File: src/rtl/emin_pkg.sv
// Shared types and width helpers for the E-min result scheduler.
package emin_pkg;

  typedef enum logic [2:0] {
    ST_IDLE,
    ST_LAUNCH,
    ST_COLLECT,
    ST_GAP,
    ST_DONE
  } state_e;

  function automatic int unsigned idx_w(input int unsigned n);
    return (n > 1) ? $clog2(n) : 1;
  endfunction

  // Width of a flat row-major address into an n x n matrix.
  function automatic int unsigned addr_w(input int unsigned n);
    return (n > 1) ? $clog2(n * n) : 1;
  endfunction

  localparam int unsigned DEF_I      = 160;
  localparam int unsigned DEF_ADDR_W = addr_w(DEF_I);

endpackage

File: src/rtl/emin_sched.sv
// Row-sweep scheduler: launches the E-min engine per row and writes results into the E buffer.
// Optional per-result watchdog enabled by defining EMIN_SCHED_TIMEOUT_EN.
module emin_sched
  import emin_pkg::*;
#(
  parameter int unsigned I           = 160,
  parameter int unsigned BIT_WIDTH   = 32,
  parameter int unsigned TIMEOUT_CYC = 1024
) (
  input  logic                    clk_in,
  input  logic                    rst_n_in,
  input  logic                    start_in,
  input  logic                    abort_in,
  output logic [idx_w(I)-1:0]     emin_i_out,
  output logic                    emin_valid_out,
  input  logic [idx_w(I)-1:0]     emin_j_in,
  input  logic [BIT_WIDTH-1:0]    emin_data_in,
  input  logic                    emin_valid_in,
  output logic [addr_w(I)-1:0]    e_addr_out,
  output logic [BIT_WIDTH-1:0]    e_data_out,
  output logic                    e_we_out,
  output logic                    busy_out,
  output logic                    done_out,
  output logic                    seq_err_out,
  output logic                    timeout_out
);

  localparam int unsigned IW = idx_w(I);
  localparam int unsigned AW = addr_w(I);

  state_e              state_q, state_d;
  logic [IW-1:0]       i_q, i_d;
  logic [IW-1:0]       expj_q, expj_d;
  logic [AW-1:0]       base_q, base_d;
  logic                seq_err_q, seq_err_d;
  logic                we_q;
  logic [AW-1:0]       addr_q;
  logic [BIT_WIDTH-1:0] data_q;

  logic take;
  logic start_acc;
  logic timeout_hit;

  assign take      = (state_q == ST_COLLECT) && emin_valid_in;
  assign start_acc = (state_q == ST_IDLE) && start_in && !abort_in;

`ifdef EMIN_SCHED_TIMEOUT_EN
  localparam int unsigned WW = $clog2(TIMEOUT_CYC + 1);

  logic [WW-1:0] wd_q, wd_d;
  logic          timeout_q;

  // Counts idle COLLECT cycles since launch or the most recent result.
  always_comb begin
    wd_d        = '0;
    timeout_hit = 1'b0;
    if (state_q == ST_COLLECT && !emin_valid_in) begin
      wd_d = wd_q + WW'(1);
      if (wd_q == WW'(TIMEOUT_CYC - 1)) begin
        timeout_hit = 1'b1;
      end
    end
  end

  always_ff @(posedge clk_in or negedge rst_n_in) begin
    if (!rst_n_in) begin
      wd_q      <= '0;
      timeout_q <= 1'b0;
    end else begin
      wd_q <= wd_d;
      if (start_acc) begin
        timeout_q <= 1'b0;
      end else if (timeout_hit) begin
        timeout_q <= 1'b1;
      end
    end
  end

  assign timeout_out = timeout_q;
`else
  assign timeout_hit = 1'b0;
  assign timeout_out = 1'b0;
`endif

  always_comb begin
    state_d   = state_q;
    i_d       = i_q;
    base_d    = base_q;
    expj_d    = expj_q;
    seq_err_d = seq_err_q;
    case (state_q)
      ST_IDLE: begin
        if (start_acc) begin
          state_d   = ST_LAUNCH;
          i_d       = '0;
          base_d    = '0;
          expj_d    = '0;
          seq_err_d = 1'b0;
        end
      end
      ST_LAUNCH: state_d = ST_COLLECT;
      ST_COLLECT: begin
        if (emin_valid_in) begin
          if (emin_j_in != expj_q) begin
            seq_err_d = 1'b1;
          end
          expj_d = expj_q + IW'(1);
          // Row completion is by result count, so out-of-order j still yields i+1 writes.
          if (expj_q == i_q) begin
            state_d = (i_q == IW'(I - 1)) ? ST_DONE : ST_GAP;
          end
        end
      end
      ST_GAP: begin
        state_d = ST_LAUNCH;
        i_d     = i_q + IW'(1);
        base_d  = base_q + AW'(I);
        expj_d  = '0;
      end
      ST_DONE: state_d = ST_IDLE;
      default: state_d = ST_IDLE;
    endcase
    if (abort_in || timeout_hit) begin
      state_d = ST_IDLE;
    end
  end

  always_ff @(posedge clk_in or negedge rst_n_in) begin
    if (!rst_n_in) begin
      state_q   <= ST_IDLE;
      i_q       <= '0;
      base_q    <= '0;
      expj_q    <= '0;
      seq_err_q <= 1'b0;
    end else begin
      state_q   <= state_d;
      i_q       <= i_d;
      base_q    <= base_d;
      expj_q    <= expj_d;
      seq_err_q <= seq_err_d;
    end
  end

  // Capture stage is independent of abort so an accepted result is always written.
  always_ff @(posedge clk_in or negedge rst_n_in) begin
    if (!rst_n_in) begin
      we_q   <= 1'b0;
      addr_q <= '0;
      data_q <= '0;
    end else begin
      we_q <= take;
      if (take) begin
        addr_q <= base_q + AW'(emin_j_in);
        data_q <= emin_data_in;
      end
    end
  end

  assign emin_i_out     = i_q;
  assign emin_valid_out = (state_q == ST_LAUNCH);
  assign e_addr_out     = addr_q;
  assign e_data_out     = data_q;
  assign e_we_out       = we_q;
  assign busy_out       = (state_q != ST_IDLE);
  assign done_out       = (state_q == ST_DONE);
  assign seq_err_out    = seq_err_q;

endmodule
File: config.mk
export PLATFORM = sky130hd
export DESIGN_NAME = emin_sched
export DESIGN_NICKNAME = d
export VERILOG_FILES = /design/src/rtl/emin_pkg.sv /design/src/rtl/emin_sched.sv
export SDC_FILE = /design/constraint.sdc
export NUM_CORES = 1
export LEC_CHECK = 0
export CORE_MARGIN = 8
export CORE_UTILIZATION = 55
export DETAILED_ROUTE_END_ITERATION = 10
export DONT_BUFFER_PORTS = 1
export HOLD_SLACK_MARGIN = 0.02
export PLACE_DENSITY = 0.7
export SKIP_LAST_GASP = 1
export SLEW_MARGIN = 15
export SYNTH_ARGS = -nofsm -noshare
export SYNTH_HDL_FRONTEND = slang
export SYNTH_SLANG_ARGS = --single-unit
File: constraint.sdc
create_clock -name clk_in -period 1.9 [get_ports clk_in]
set_input_delay 0.38 -clock clk_in [delete_from_list [all_inputs] [get_ports clk_in]]
set_output_delay 0.38 -clock clk_in [all_outputs]
set_load 0.03 [all_outputs]
==> flow_metrics.py, run 1 <==
metrics = {
    "synth": {
        "synthFlopType": "dfrtp_1",
        "ys_seq_area_frac": 0.5326,
        "synthSimpleGateAreaFrac": 0.2386,
        "synth_most_common_cell": "nand2_1",
        "synth-seq-cells": 78,
        "yosys-top-cells-count": "144 x nand2_1, 78 x dfrtp_1, 25 x o21ai_0",
        "yosysTopAreaCellShare": 0.5326,
        "yosys-top-cells-area": "dfrtp_1 53%, nand2_1 15%, xnor2_1 5.7%, o21ai_0 3.4%, ha_1 2.0%",
        "synth_top_family_by_area": "simple AND/OR/NAND/NOR gates",
        "synthAdderAreaFrac": 0.02048,
        "synth_compound_area_frac": 0.1110,
        "syn_avg_cell_area_um2": 9.049,
        "yosysTopAreaCell": "dfrtp_1",
        "syn_nets": 456,
        "ys_types": 44,
        "muxShareOfSynthArea": 0.002731,
        "async_flop_share": 1.000,
        "synth_xor_area_frac": 0.05736,
        "syn_inst": 405,
        "ys_warn_count": 0,
        "netlist_area_um2": 3665,
        "synth_edf_count": 0,
    },
    "routing": {
        "final_antenna_net_count": 0,
        "wirelength_mm": 8.505,
        "initialDrtViolationCount": 127,
        "num_vias": 2756,
        "vias_per_cell": 5.636,
        "dr.pass1.iters": 4,
        "wl_per_cell_um": 17.39,
        "post-route-drc-count": 0,
    },
    "place": {
        "dp_slack_ns": 0.2125,
        "portBuffers": 0,
        "gp_congestion": 0.8084,
        "dp.cells": 473,
        "place_hpwl_mm": 6.228,
    },
    "setup_path": {
        "cp_slowest_cell": "or3_2",
        "required_ns": 1.52,
        "crit_type": "flip-flop to output pin",
        "crit_family": "simple AND/OR/NAND/NOR gates",
        "start_kind": "flip-flop",
        "cp_data_arrival_time_ns": 1.44,
        "critPathMaxStageDelay_ns": 0.60,
        "path_max_fanout": 11,
        "cp.buffers_inverters": 0,
        "worstSetupEndpointType": "output pin",
        "path_cells": "or3_2",
    },
    "grt": {
        "grt_overflow_total": 0,
        "track_usage": 0.1824,
        "grt_pass1_vias": 2829,
        "grt_pass1_wl_mm": 14.26,
        "grt_max_degree": 79,
        "antenna_found_initial": 0,
    },
    "timing": {
        "period_minus_slack_ns": 1.824,
        "finalMaxSlewViolations": 0,
        "setup_slack_ns": 0.07599,
        "rsz0062_at_grt": "no",
        "hold_viol_final": 78,
        "fin_setup_tns_ns": 0,
        "finalCritPeriodShare": 0.9600,
        "holdWs_ns": -0.2855,
        "max_freq_ghz": 0.5482,
        "setup_violations": 0,
        "fin_skew_ns": 0.008836,
    },
    "floorplan": {
        "io_pins": 106,
        "fp.dieW_um": 97.63,
        "initial_core_util": 0.5739,
        "die_area_um2": 9532,
        "row_count": 29,
        "core_area_um2": 6386,
        "die_h_um": 97.63,
    },
    "final_layout": {
        "fin_nets": 458,
        "instances_no_fill": 489,
        "area.sequential_um2": 1952,
        "syn2layout_area_growth_pct": 8.228,
        "drive_above_1_share": 0.08738,
        "nFillCells": 564,
        "multi_input_area_um2": 1587,
        "diodes": 0,
    },
    "clock_network": {
        "clock_path_buffers": 2,
        "clk_pin_slew_ns": 0.08,
        "numCtsBuffers": 9,
        "clk_latency_ns": 0.35,
        "clock-sinks": 78,
        "root_buffer": "clkbuf_8",
        "cts_tree": "done",
        "ctsHtreeMaxLevel": 3,
    },
    "run": {
        "drv_cap": 0,
    },
    "outcome": {
        "outcome": "finished with violations",
        "violations": "hold timing",
    },
    "pwr": {
        "p_leak_nw": 1.905,
        "vdd.ir_drop.worst_mv": 0.8962,
        "power_density_nw_per_um2": 1440,
    },
    "hold_path": {
        "hold_class": "input pin to async pin",
    },
}
-- area by class of cell --
type | instances | area share
flip-flops and latches | 78 | 0.4921
well taps | 77 | 0.02429
repair buffers | 15 | 0.03155
clock inverters | 6 | 0.01798
clock buffers | 10 | 0.03218
inverters | 2 | 0.001893
multi-input cells | 301 | 0.4000
-- cells by family (layout without fill, tap and decap cells) --
| logic type | count (synthesis) | count (layout) |
|---|---|---|
| xor gates and xnor gates | 24 | 24 |
| DFF | 78 | 78 |
| and+or+nand+nor | 201 | 201 |
| muxes | 1 | 1 |
| other | 1 | 1 |
| adders and majority gates | 6 | 6 |
| buffers and inverters | 26 | 33 |
| AOI/OAI and AO/OA | 68 | 68 |
-- report_power, final --
part	switching (mW)	internal [mW]	total [mW]
logic	0.510	0.367	0.877
registers	1.41	2.17	3.58
clock network	0.635	0.619	1.25
-- what timing repair did --
action	CTS	global route
setup buffers	0	0
endpoints found under the setup margin	0	1
hold endpoints to repair	78	78
resized for setup	0	1
-- worst paths after layout --
path | start | endpoint | slack, ns | cells past startpoint
max in group asynchronous | rst_n_in | expj_q[3] | 2.07 | 0
setup / recovery | state_q[0] | busy_out | 0.08 | 1
hold reg to reg | base_q[14] | base_q[14] | 0.53 | 1
hold / removal | rst_n_in | emin_i_out[5] | -0.29 | 0
min in group clk_in | abort_in | state_q[2] | 0.09 | 1
setup reg to reg | state_q[0] | expj_q[5] | 0.22 | 4
-- stage by stage --
stage / hold slack (ns) / cell area, um2 / power, mW / utilization
after CTS: -0.2990 / 3965 / 5.791 / 0.6209
after global placement: 0.08707 / 3766 / 4.470 / 0.5897
after detailed placement: 0.08680 / 3766 / 4.530 / 0.5897
final: -0.2855 / 3966 / 5.713 / 0.6211
after floorplan: 0.08441 / 3665 / 4.188 / -
after global routing: -0.3043 / 3966 / 6.037 / 0.6211
-- worst reg2reg max path, delay by kind of cell (launching register included) --
kind	cells	cell delay, ns
simple gates	1	0.56
compound gates	3	0.51
flops	1	0.49
-- cells in the final DEF (no fill, tap or decap), types with 3 or more instances in the layout --
master and n:
nand3_1 10, o211ai_1 5, nand2_1 144, clkbuf_8 9
xnor2_1 24, o21ai_0 25, o21ai_1 11, nor2_1 15
ha_1 6, buf_4 14, nor3_1 4, and3_1 3
nand4_1 8, o31ai_1 5, a21oi_1 7, a31oi_1 3
dfrtp_1 78
-- routing by layer --
layer / part of all wire / vias to the layer above / track usage
met1: 0.42 / 1313 / 0.2147
met4: 0.021 / 0 / 0.08858
met3: 0.078 / 15 / 0.06686
met5: 0 / - / 0
li1: - / 1355 / -
met2: 0.48 / 73 / 0.2871
-- state kept, by name, indices dropped and copies added (netlist names) --
register,count
expj_q,8
seq_err_out,1
state_q,3
emin_i_out,8
e_data_out,32
base_q,10
e_we_out,1
e_addr_out,15
(Power assumes the default switching activity.)
==> run 2: changes to the inputs <==
CORE_ASPECT_RATIO = 1.1   (was default)
CORE_UTILIZATION = 49   (was 55)
MAX_ROUTING_LAYER = met4   (was default)
PLACE_DENSITY = 0.64   (was 0.7)
==> run 2 against run 1 <==
  * The run still ends with hold timing left
  * Setup slack improved by 0.025 ns
  * Clock skew fell by 0.0012 ns
  * First-iteration DRC count rose by 14%
  * Routed wire length rose by 1.3%
  * Sequential share of layout area fell by 0.49 points
==> flow_metrics.py, run 2 (same netlist as run 1, synthesis figures left out) <==
metrics = {
    "clock_network": {
        "clock-sinks": 78,
        "clk_latency_ns": 0.34,
        "numCtsBuffers": 9,
        "cts_tree": "done",
        "clock_path_buffers": 2,
        "cts_setup_buffers": 0,
        "ctsHtreeMaxLevel": 3,
        "clk_pin_slew_ns": 0.08,
        "root_buffer": "clkbuf_8",
    },
    "setup_path": {
        "path_max_fanout": 11,
        "ff2ff_setup_slack_ns": 0.14,
        "critPathMaxStageDelay_ns": 0.60,
        "required_ns": 1.52,
        "cp_data_arrival_time_ns": 1.42,
        "crit_family": "simple AND/OR/NAND/NOR gates",
        "path_cells": "or3_2",
        "worstSetupEndpointType": "output pin",
        "crit_type": "flip-flop to output pin",
        "cp_slowest_cell": "or3_2",
        "start_kind": "flip-flop",
        "cp.buffers_inverters": 0,
    },
    "floorplan": {
        "die_h_um": 106.7,
        "fp.dieW_um": 98.46,
        "io_pins": 106,
        "initial_core_util": 0.4986,
        "die_area_um2": 10510,
        "row_count": 33,
        "core_area_um2": 7350,
    },
    "pwr": {
        "comb_power_share": 0.152,
        "p_total_mw": 5.832,
        "p_int_mw": 3.311,
        "p_leak_nw": 1.916,
        "switching_share": 0.4323,
        "vdd.ir_drop.worst_mv": 0.5549,
        "power_density_nw_per_um2": 1456,
        "power_frac_clock": 0.236,
        "p_seq_frac": 0.612,
        "switching_power_mw": 2.521,
    },
    "final_layout": {
        "mostFrequentLayoutCells": "144 x nand2_1, 78 x dfrtp_1, 25 x o21ai_0, 24 x xnor2_1, 17 x buf_4",
        "layout_commonest_cell": "nand2_1",
        "multi_input_area_um2": 1587,
        "drive_above_1_share": 0.09179,
        "nFillCells": 682,
        "largest_reg_flops": 32,
        "instances_no_fill": 501,
        "diodes": 0,
        "syn2layout_area_growth_pct": 9.321,
        "fin_nets": 460,
        "area.sequential_um2": 1952,
    },
    "place": {
        "gp_congestion": 0.7877,
        "dp.cells": 485,
        "place_hpwl_mm": 6.390,
        "portBuffers": 0,
    },
    "run": {
        "drv_cap": 0,
    },
    "timing": {
        "fin_skew_ns": 0.007624,
        "period_minus_slack_ns": 1.800,
        "hold_viol_final": 78,
        "finalCritPeriodShare": 0.9471,
        "setup_violations": 0,
        "max_freq_ghz": 0.5557,
        "finalMaxSlewViolations": 0,
        "tightest_slew_ns": 0.5321,
        "slew_headroom": 0.6443,
        "holdWs_ns": -0.2779,
        "rsz0062_at_grt": "yes",
    },
    "routing": {
        "initialDrtViolationCount": 145,
        "vias_per_cell": 5.537,
        "num_vias": 2774,
        "final_antenna_net_count": 0,
        "dr.pass1.iters": 4,
        "wl_per_cell_um": 17.19,
        "wirelength_mm": 8.612,
        "post-route-drc-count": 0,
    },
    "outcome": {
        "outcome": "finished with violations",
        "violations": "hold timing",
    },
    "grt": {
        "grt_pass1_vias": 2618,
        "grt_max_degree": 79,
        "grt_pass1_wl_mm": 13.83,
        "antenna_found_initial": 0,
        "track_usage": 0.1699,
        "grt_overflow_total": 0,
    },
    "hold_path": {
        "hold_class": "input pin to async pin",
    },
}
[run 2: changes by cell type in the layout (fill, tap and decap cells not counted), sizes merged]
cell      previous run  this run
clkinv               3         0
buf                 15        17
bufinv               1         2
clkbuf              10        11
clkinvlp             1         3
inv                  3         2
[run 2: repair_timing]
item,4_1_cts,5_1_grt
endpoints found under the setup margin,0,2
gates resized for setup,0,1
hold endpoints to repair,78,78
[run 2: layout make-up]
cell class,count,share of cell area
clock buffer,11,0.03529
clock inverter,5,0.02061
inverter,2,0.001874
multi-input combinational,301,0.3960
sequential,78,0.4872
tap,87,0.02717
timing repair buffer,17,0.03186
[run 2: stage by stage]
step	cell area [um2]	hold slack (ns)	setup slack, ns	util	setup TNS (ns)
after floorplan	3665	0.08441	0.1330	-	0
after global placement	3781	0.08665	0.2208	0.5145	0
after detailed placement	3781	0.08667	0.1749	0.5145	0
after CTS	4005	-0.3020	0.05353	0.5449	0
after global routing	4006	-0.3064	-0.01443	0.5451	-0.01443
final	4006	-0.2779	0.1005	0.5451	0
[run 2: worst register-to-register path, delay by kind of cell (launching register included)]
family,cells,cell delay (ns)
AND/OR/NAND/NOR,2,0.71
flip-flops,1,0.49
AO/OA/AOI/OAI,2,0.42
[run 2: final timing paths]
kind,start,endpoint,cells past startpoint
worst min-delay path,rst_n_in,e_addr_out[14],0
max in group asynchronous,rst_n_in,emin_i_out[0],0
worst max-delay path,state_q[0],busy_out,1
min in group clk_in,abort_in,state_q[2],1
worst min register to register,base_q[14],base_q[14],1
worst max register to register,state_q[1],base_q[13],4
[run 2: power groups by stage]
stage	Clock (mW)	Sequential [mW]	Combinational [mW]
detailed placement	0	3.63	0.896
CTS	1.42	3.59	0.905
finish	1.38	3.57	0.887
floorplan	0	3.49	0.699
global route	1.48	3.65	1.04
global placement	0	3.61	0.860
[run 2: metal layers]
layer	global-route usage	share of wire	vias up
li1	-	-	1361
met1	0.2031	0.42	1316
met2	0.2636	0.48	90
met3	0.06481	0.092	7
met4	0.04610	0.0081	0
met5	-	0	-
